File: src/rtl/red_selecting_light_fsm.sv
`default_nettype none
// ============================================================================
//  Module      : red_selecting_light_fsm
//  Description : Per-cell setup-phase cursor FSM for one red LED of the
//                Game-of-Life board. Optional macro RED_CURSOR_HOME_EN makes
//                this the home cell that holds the cursor out of reset.
//  Revision    : 1.0  initial release
// ============================================================================
module red_selecting_light_fsm (
  input  logic clk,
  input  logic reset,
  input  logic l,
  input  logic a,
  input  logic r,
  input  logic b,
  input  logic leftButton,
  input  logic rightButton,
  input  logic upButton,
  input  logic downButton,
  input  logic startGameSwitch,
  output logic redLED
);

  typedef enum logic [1:0] {
    SETUP_OFF = 2'b00,
    SETUP_ON  = 2'b01,
    IN_GAME   = 2'b10
  } state_t;

`ifdef RED_CURSOR_HOME_EN
  localparam state_t C_RESET_STATE = SETUP_ON;
`else
  localparam state_t C_RESET_STATE = SETUP_OFF;
`endif

  state_t r_state;
  state_t w_next;
  logic   r_redLED;

  logic w_only_left;
  logic w_only_right;
  logic w_only_up;
  logic w_only_down;
  logic w_one_btn;
  logic w_enter;

  assign w_only_left  =  leftButton & ~rightButton & ~upButton & ~downButton;
  assign w_only_right = ~leftButton &  rightButton & ~upButton & ~downButton;
  assign w_only_up    = ~leftButton & ~rightButton &  upButton & ~downButton;
  assign w_only_down  = ~leftButton & ~rightButton & ~upButton &  downButton;
  assign w_one_btn    = w_only_left | w_only_right | w_only_up | w_only_down;

  // Cursor arrives from the neighbour on the side opposite the move direction.
  assign w_enter = (w_only_left & r) | (w_only_right & l) |
                   (w_only_down & a) | (w_only_up & b);

  always_comb begin
    w_next = SETUP_OFF;
    case (r_state)
      SETUP_OFF: begin
        if (startGameSwitch)  w_next = IN_GAME;
        else if (w_enter)     w_next = SETUP_ON;
        else                  w_next = SETUP_OFF;
      end
      SETUP_ON: begin
        if (startGameSwitch)  w_next = IN_GAME;
        else if (w_one_btn)   w_next = SETUP_OFF;
        else                  w_next = SETUP_ON;
      end
      IN_GAME:   w_next = IN_GAME;
      default:   w_next = SETUP_OFF;
    endcase
  end

  // Output register tracks the state register so redLED is a pure Moore decode.
  always_ff @(posedge clk) begin
    if (reset) begin
      r_state  <= C_RESET_STATE;
      r_redLED <= (C_RESET_STATE == SETUP_ON);
    end else begin
      r_state  <= w_next;
      r_redLED <= (w_next == SETUP_ON);
    end
  end

  assign redLED = r_redLED;

endmodule
`default_nettype wire

File: config.mk
export PLATFORM = sky130hd
export DESIGN_NAME = red_selecting_light_fsm
export DESIGN_NICKNAME = d
export VERILOG_FILES = /design/src/rtl/red_selecting_light_fsm.sv
export SDC_FILE = /design/constraint.sdc
export NUM_CORES = 1
export LEC_CHECK = 0
export BUFFER_PORTS_ARGS = -buffer_cell sky130_fd_sc_hd__clkbuf_2
export CAP_MARGIN = 10
export CORE_AREA = 2 2 39 41
export CTS_BUF_LIST = sky130_fd_sc_hd__clkbuf_16
export CTS_CLUSTER_DIAMETER = 30
export DETAILED_ROUTE_END_ITERATION = 12
export DIE_AREA = 0 0 41 43
export PLACE_DENSITY = 0.45
export SLEW_MARGIN = 40
export SYNTH_ARGS = -nofsm -noshare
export SYNTH_HDL_FRONTEND = slang
export SYNTH_SLANG_ARGS = --single-unit
File: constraint.sdc
create_clock -name clk -period 0.9 [get_ports clk]
set_input_delay 0.135 -clock clk [delete_from_list [all_inputs] [get_ports clk]]
set_output_delay 0.135 -clock clk [all_outputs]
set_load 0.01 [all_outputs]
=== Word-level counts from Yosys, hierarchy flattened ===
Index checks and enable logic that the tools add are counted.

* Bitwise gates (word level): 25
* Reduce and logical (&&, ||, !) cells: 1
* Equal/unequal tests: 3
* Mux-type cells: 5

{| class="wikitable"
|+ Operators with widths
! operator !! number
|-
| $and 1x1->1 || 15
|-
| $or 1x1->1 || 6
|-
| $pmux 2 s3 || 1
|-
| $eq 2x1->1 const B || 2
|-
| $mux 2 || 2
|-
| $not 1->1 || 4
|-
| $eq 2x2->1 const B || 1
|-
| $logic_not 2->1 || 1
|-
| $mux 1 || 2
|}

* Input port bits: 11
* Bits in registers: 3

=== Logic depth before layout (Yosys ltp) ===
Gate-level depths: netlist (run 1).

* Word-level depth: 12
* Mapped depth: 4
* Mapped depth without buffers: 4

=== Worst setup path before layout (run 1) ===
Ideal clock, no wire load.

* Path type: input port to flip-flop
* Start point: input downButton
* End point: register r_state[0]
* Path buffers: 0
* Data arrival time: 0.833 ns
* Stages: 4
* Data required time: 0.774 ns
* Slack: -0.059 ns
* Cell sequence: nor2b_1 -> a22o_1 -> a221oi_2 -> nor3_1

* Longest elaborated chain between the ends: 9
* Elaborated cells on any way between the ends: 20

{| class="wikitable"
|+ RTL lines
! element !! line !! RTL
|-
| from (decl) || 19 || <nowiki>input logic downButton,</nowiki>
|-
| $not 1->1 || 47, 48, 49 ||
|-
| $and 1x1->1 (on tied branches) || 47, 48 ||
|-
| $and 1x1->1 || 54 || <nowiki>assign w_enter = (w_only_left & r) | (w_only_right & l) |</nowiki>
|-
| $or 1x1->1 (2 in series) || 54 ||
|-
| $or 1x1->1 || 55 || <nowiki>(w_only_down & a) | (w_only_up & b);</nowiki>
|-
| $mux 1 || 62 || <nowiki>else if (w_enter) w_next = SETUP_ON;</nowiki>
|-
| $mux 2 || 61 || <nowiki>if (startGameSwitch) w_next = IN_GAME;</nowiki>
|-
| $pmux 2 s3 * || 59 || <nowiki>case (r_state)</nowiki>
|-
| to (signal assigned) || 81 || <nowiki>r_state <= w_next;</nowiki>
|-
| to (decl) || 36 || <nowiki>state_t r_state;</nowiki>
|}

Every way passes the cells marked *; elsewhere a longest branch is shown, timed or not.
A chain may end at the register's enable or synchronous reset.

=== Worst setup path after layout (run 1) ===
* Start point: register r_state[1]
* End point: register r_state[0]

* Longest elaborated chain between the ends: 2
* Elaborated cells on any way between the ends: 4

{| class="wikitable"
|+ RTL lines
! element !! line
|-
| $eq 2x2->1, or another cell as far along || 59
|-
| $pmux 2 s3 * || 59
|}

Marks and branches as above.

==> results of run 1 <==
==> cell usage after synthesis <==
cell / instances / area [sq um]
xor2_1: 1 / 8.760
a21oi_1: 1 / 5.000
nand2_1: 2 / 7.510
nand3b_1: 1 / 7.510
nor3_1: 2 / 10.01
inv_1: 1 / 3.750
or3_1: 1 / 6.260
nor2_1: 3 / 11.26
a221oi_2: 1 / 15.01
mux2i_1: 1 / 10.01
o21ai_0: 2 / 10.01
dfxtp_1: 3 / 60.06
a22o_1: 1 / 8.760
nor2b_1: 2 / 12.51
==> report_power, final <==
part / switching [uW] / internal, uW
Sequential: 2.39 / 139
Combinational: 36.5 / 52.5
Clock: 115 / 572
==> registers in the layout, summed over array words and instances, names as in the netlist <==
signal	cells
redLED	1
r_state	2
==> per-stage QoR <==
step	worst slack, ns	area [sq um]
final	0.01422	382.9
after floorplan	0.01212	183.9
after global placement	-0.1662	266.5
after global routing	-0.03550	382.9
after detailed placement	-0.1824	266.5
after CTS	0.007603	350.3
==> layer usage <==
layer	share of wire, %	vias up
met5	0	-
met4	0	0
met3	4.1	0
met2	58	4
met1	37	94
li1	-	109
==> worst max-delay path by stage <==
stage | startpoint | end | slack [ns] | cells past startpoint
final | r_state[1]$_SDFF_PP0_ | r_state[0]$_SDFF_PP0_ | 0.01 | 2
after floorplan | downButton | r_state[0]$_SDFF_PP0_ | 0.01 | 4
after global placement | rightButton | redLED$_SDFF_PP0_ | -0.17 | 5
after global routing | downButton | redLED$_SDFF_PP0_ | -0.04 | 5
after CTS | r_state[1]$_SDFF_PP0_ | r_state[0]$_SDFF_PP0_ | 0.008 | 2
after detailed placement | rightButton | redLED$_SDFF_PP0_ | -0.18 | 5
==> final cells by class <==
type                            count  area [sq um]
Clock buffer                        3         75.07
Clock inverter                      1         3.754
Fill cell                         151          1001
Inverter                            1         3.754
Multi-Input combinational cell     18         141.4
Sequential cell                     3         60.06
Tap cell                           16         20.02
Timing Repair Buffer               12         78.83
==> kinds of logic after synthesis <==
| group | Yosys count |
|---|---|
| muxes | 1 |
| xor gates and xnor gates | 1 |
| and+or+nand+nor | 11 |
| buffers and inverters | 1 |
| AOI/OAI and AO/OA | 5 |
| DFF | 3 |
==> timing repair <==
| item | CTS | global route |
|---|---|---|
| hold buffers | 0 | 0 |
| endpoints found under the hold margin | 0 | 0 |
| gates resized for setup | 1 | 11 |
| pin swaps | 1 | 0 |
| endpoints found under the setup margin | 1 | 2 |
==> run_results.csv, run 1 <==
group,metric,value,unit
critical_path,critPathArrivalTime,1.03,ns
routing,dr.pass1.iters,2,
synth,synth_xor_area_share,4.965,%
cts,root_buffer,"clkbuf_16",
final_layout,drive_above_1_share,55.26,%
synth,syn_area_per_cell,8.019,sq um
outcome,status,"finished, final reports clean",
global_routing,antenna_found_initial,0,
critical_path,crit_family,"simple AND/OR/NAND/NOR gates",
global_routing,grt_max_degree,5,
worst_hold_path,worstHoldPathType,"input port to flop",
synth,synth_fa_ha_area_share,0,%
synth,ys_ff_latch,3,
power,power.total,918.1,uW
sta,setup_viol_count_final,0,
cts,cts_setup_buffers,0,
placed_design,dp_hpwl,347,um
worst_hold_path,whs_endpoint,"r_state[1]$_SDFF_PP0_",
routing,wl_per_cell,9.056,um
synth,ys_types,14,
die,num_rows,14,
final_layout,finalNetCount,50,
die,die_w,41,um
critical_path,r2r-end,"r_state[0]$_SDFF_PP0_",
sta,rsz0062_at_grt,"yes",
sta,drv_slew,0,
sta,finalHoldViolations,0,
critical_path,rr_worst_depth,2,
final_layout,final_cells,54,
final_layout,mostFrequentLayoutCell,"clkbuf_2",
global_routing,grt_pass1_vias,178,
sta,post-route-period-util,98.42,%
global_routing,track_usage,6.426,%
cts,clock_sinks,3,
sta,finClkSkew,0.001137,ns
sta,fin_tns_setup,0,ns
synth,synth_top_family_by_area,"simple AND/OR/NAND/NOR gates",
synth,synth-compound-area-share,21.99,%
die,start_util,12.75,%
die,dieArea,0.001763,sq mm
critical_path,critPathLaunchType,"flop",
routing,drc,0,
power,p_per_area,2398,mW/mm^2
critical_path,path_buf_inv,0,
synth,ys_warn_count,0,
routing,ant_nets,0,
cts,cts_tree,"done",
critical_path,critPathMaxFanout,2,
final_layout,area_growth,117.0,%
die,io_pins,12,
sta,period_needed,0.8858,ns
synth,synth_simple_gate_area_share,31.21,%
critical_path,crit_type,"flop to flop",
global_routing,top_usage_layer,"met2",
sta,max_freq,1129,MHz
synth,yosysSeqAreaShare,34.04,%
worst_hold_path,min_path_cells,2,
placed_design,place_inst,50,
cts,clk_latency,0.22,ns
critical_path,r2r_slack,0.01,ns
sta,hold-worst-slack,0.09197,ns
final_layout,mostFrequentLayoutCells,"clkbuf_2, nor2_1, clkbuf_16, dfxtp_1",
worst_hold_path,hold_start,"reset",
cts,cts-buffers-inserted,3,
global_routing,grtUsageMet1,5.466,%
global_routing,use_met2,10.00,%
global_routing,overflow,0,
cts,clock_path_buffers,2,
critical_path,critPathCaptureType,"flop",
critical_path,cpPeakStageDelay,0.33,ns
placed_design,numPortBuffers,11,
critical_path,cp_cell_sequence,"or3_4 -> nor3_1",
routing,viasPerCell,3.833,
critical_path,rr_startpoint,"r_state[1]$_SDFF_PP0_",
cts,cts_max_level,1,
routing,drt-total-wl,489,um
critical_path,slowest_stage,"or3_4",
final_layout,num_antenna_cells,0,
final_layout,final_core_util,27.67,%
job,max_cap_violations,0,
synth,syn-num-nets,33,
die,die_height,43,um
routing,drtIter0Drc,6,
routing,num_vias,207,
placed_design,gp_congestion,0.6052,
power,p_leak,0.0001722,uW
global_routing,grt_util_met3,3.141,%
sta,relSlewSlack,81.11,%
cts,clk_pin_slew,0.03,ns
synth,syn_inst,22,
power,peakVddDrop,0.9120,mV
sta,worst_pin_slew,0.2834,ns
critical_path,required,1.04,ns
synth,synth.mux.area_fraction,5.674,%
synth,synth_area,176.4,sq um
global_routing,grt_pass1_wl,683,um
die,core,0.001384,sq mm
(Power assumes the default switching activity.)
==> run 2, diff against run 1 <==
ABC_AREA = 1   (was not set)
PLACE_DENSITY = 0.47   (was 0.45)
==> run 2 against run 1 <==
  * Hold slack better by 0.0094 ns
  * Non-clock buffer count is 1 lower
  * Critical path depth increased by 1
  * Worst setup slack gained 0.11 ns
  * Global-route usage down 0.21 points
==> run_results.csv, run 2 <==
group,metric,value,unit
sta,rsz0062_at_grt,"no",
die,io_pins,12,
job,max_cap_violations,0,
final_layout,area_growth,77.85,%
power,peakVddDrop,0.7627,mV
worst_hold_path,worstHoldPathType,"input port to flop",
sta,setup_viol_count_final,0,
critical_path,critPathMaxFanout,3,
final_layout,final_cells,64,
critical_path,critPathArrivalTime,0.93,ns
global_routing,grt_max_degree,4,
synth,synth_top_family_by_area,"simple AND/OR/NAND/NOR gates",
power,netSwitchingPower,146.5,uW
power,p_leak,0.0001954,uW
synth,ys_top_cells_by_count,"nand2_1, nor2_1, dfxtp_1, inv_1",
die,start_util,14.29,%
final_layout,largest_register_ffs,2,
synth,ys_ff_latch,3,
synth,synth_flop_cell,"dfxtp_1",
synth,syn_area_per_cell,5.991,sq um
cts,cts_setup_buffers,0,
sta,finClkSkew,0.0009145,ns
critical_path,slowest_stage,"dfxtp_1",
die,dieArea,0.001763,sq mm
cts,clock_sinks,3,
synth,syn-num-nets,44,
final_layout,mostFrequentLayoutCell,"clkbuf_2",
sta,period_needed,0.7762,ns
final_layout,mostFrequentLayoutCells,"clkbuf_2, nand2_1, nor2_1",
power,p_seq_share,16.0,%
critical_path,critPathLaunchType,"flop",
cts,cts_max_level,1,
cts,root_buffer,"clkbuf_16",
cts,clk_latency,0.22,ns
routing,ant_nets,0,
die,num_rows,14,
synth,synth_xor_area_share,0,%
cts,cts_hold_buffers,0,
synth,synth.mux.area_fraction,0,%
sta,max_freq,1288,MHz
placed_design,numPortBuffers,11,
cts,cts_tree,"done",
routing,drtIter0Drc,1,
final_layout,num_antenna_cells,0,
placed_design,place_area,272.8,sq um
synth,synth_area_leaders,"dfxtp_1, nand2_1, nor2_1",
synth,syn_inst,33,
die,die_w,41,um
final_layout,regMostFlops,"r_state",
power,p_sw_share,16.48,%
critical_path,cpPeakStageDelay,0.31,ns
routing,drc,0,
critical_path,rr_worst_depth,3,
synth,yosysSeqAreaShare,30.38,%
synth,synth-compound-area-share,7.595,%
synth,yosysMostFrequentCell,"nand2_1",
placed_design,dp_hpwl,381.2,um
sta,post-route-period-util,86.24,%
critical_path,critPathCaptureType,"flop",
global_routing,antenna_found_initial,0,
critical_path,required,1.05,ns
global_routing,overflow,0,
synth,synth_edf_count,0,
global_routing,grt_pass1_wl,738,um
sta,relSlewSlack,87.56,%
synth,ys_warn_count,0,
cts,clk_pin_slew,0.03,ns
global_routing,grt_pass1_vias,220,
outcome,status,"finished, final reports clean",
routing,dr.pass1.iters,2,
routing,wl_per_cell,7.109,um
power,p_int,742.7,uW
sta,fin_tns_setup,0,ns
synth,synth_fa_ha_area_share,0,%
global_routing,track_usage,6.219,%
critical_path,crit_type,"flop to flop",
cts,cts_resized,0,
power,power.total,889.2,uW
critical_path,cp_cell_sequence,"nor3_1 -> nand2_1 -> nor2_1",
sta,hold-worst-slack,0.1014,ns
placed_design,place_inst,60,
cts,cts-buffers-inserted,3,
final_layout,finalNetCount,60,
synth,synth_simple_gate_area_share,54.43,%
routing,drt-total-wl,455,um
power,p_per_area,2529,mW/mm^2
cts,clock_path_buffers,2,
die,core,0.001384,sq mm
placed_design,gp_congestion,0.6232,
power,power_frac_comb,7.3,%
sta,finalHoldViolations,0,
synth,synth_top_area_share,30.38,%
sta,drv_slew,0,
final_layout,stdcell_area,351.6,sq um
worst_hold_path,min_path_cells,2,
routing,viasPerCell,3.609,
final_layout,drive_above_1_share,41.67,%
die,die_height,43,um
synth,synth_area,197.7,sq um
sta,worst_pin_slew,0.1855,ns
power,clkPwrFrac,76.7,%
synth,synth_top_area_cell,"dfxtp_1",
routing,num_vias,231,
synth,synthArstFlopShare,0,%
synth,ys_types,11,
## run 2: layout make-up
cell class                 count  area (sq um)
sequential                     3         60.06
multi-input combinational     26         122.6
clock buffer                   3         75.07
inverter                       4         15.01
tap                           16         20.02
timing repair buffer          11         55.05
clock inverter                 1         3.754
fill                         163          1032
## run 2: final timing paths
kind                    startpoint  slack [ns]               endpoint
max          r_state[1]$_SDFF_PP0_        0.12  r_state[0]$_SDFF_PP0_
min                          reset        0.10  r_state[1]$_SDFF_PP0_
max reg2reg  r_state[1]$_SDFF_PP0_        0.12  r_state[0]$_SDFF_PP0_
min reg2reg  r_state[1]$_SDFF_PP0_        0.47  r_state[1]$_SDFF_PP0_
## run 2: kinds of logic (layout without fill, tap and decap cells)
logic type             Yosys count  count (layout)
buffers and inverters            4              19
and+or+nand+nor                 24              24
DFF                              3               3
AOI/OAI and AO/OA                2               2
## run 2: routing by layer
layer | GRT usage, % | part of all wire (%)
met1 | 5.769 | 40
met2 | 10.94 | 49
met3 | 3.141 | 11
met4 | 2.000 | 0
met5 | 0 | 0
## run 2: per-stage QoR
stage	setup slack (ns)	util, %
finish	0.1238	25.41
global route	0.01794	25.41
CTS	0.1040	25.41
detailed placement	0.008368	19.71
global placement	0.01595	19.71
floorplan	0.1872	-
## run 2: power by group through the flow
stage / clock (uW) / combinational, uW / sequential, uW
after global routing: 717 / 75.0 / 144
final: 682 / 64.9 / 143
after detailed placement: 0 / 65.3 / 144
after global placement: 0 / 64.4 / 144
after CTS: 690 / 66.1 / 143
after floorplan: 0 / 34.8 / 144
## run 2: worst max-delay path, delay by kind of cell (launching register included)
family,cells,cell delay (ns)
and+or+nand+nor,3,0.40
DFF,1,0.31
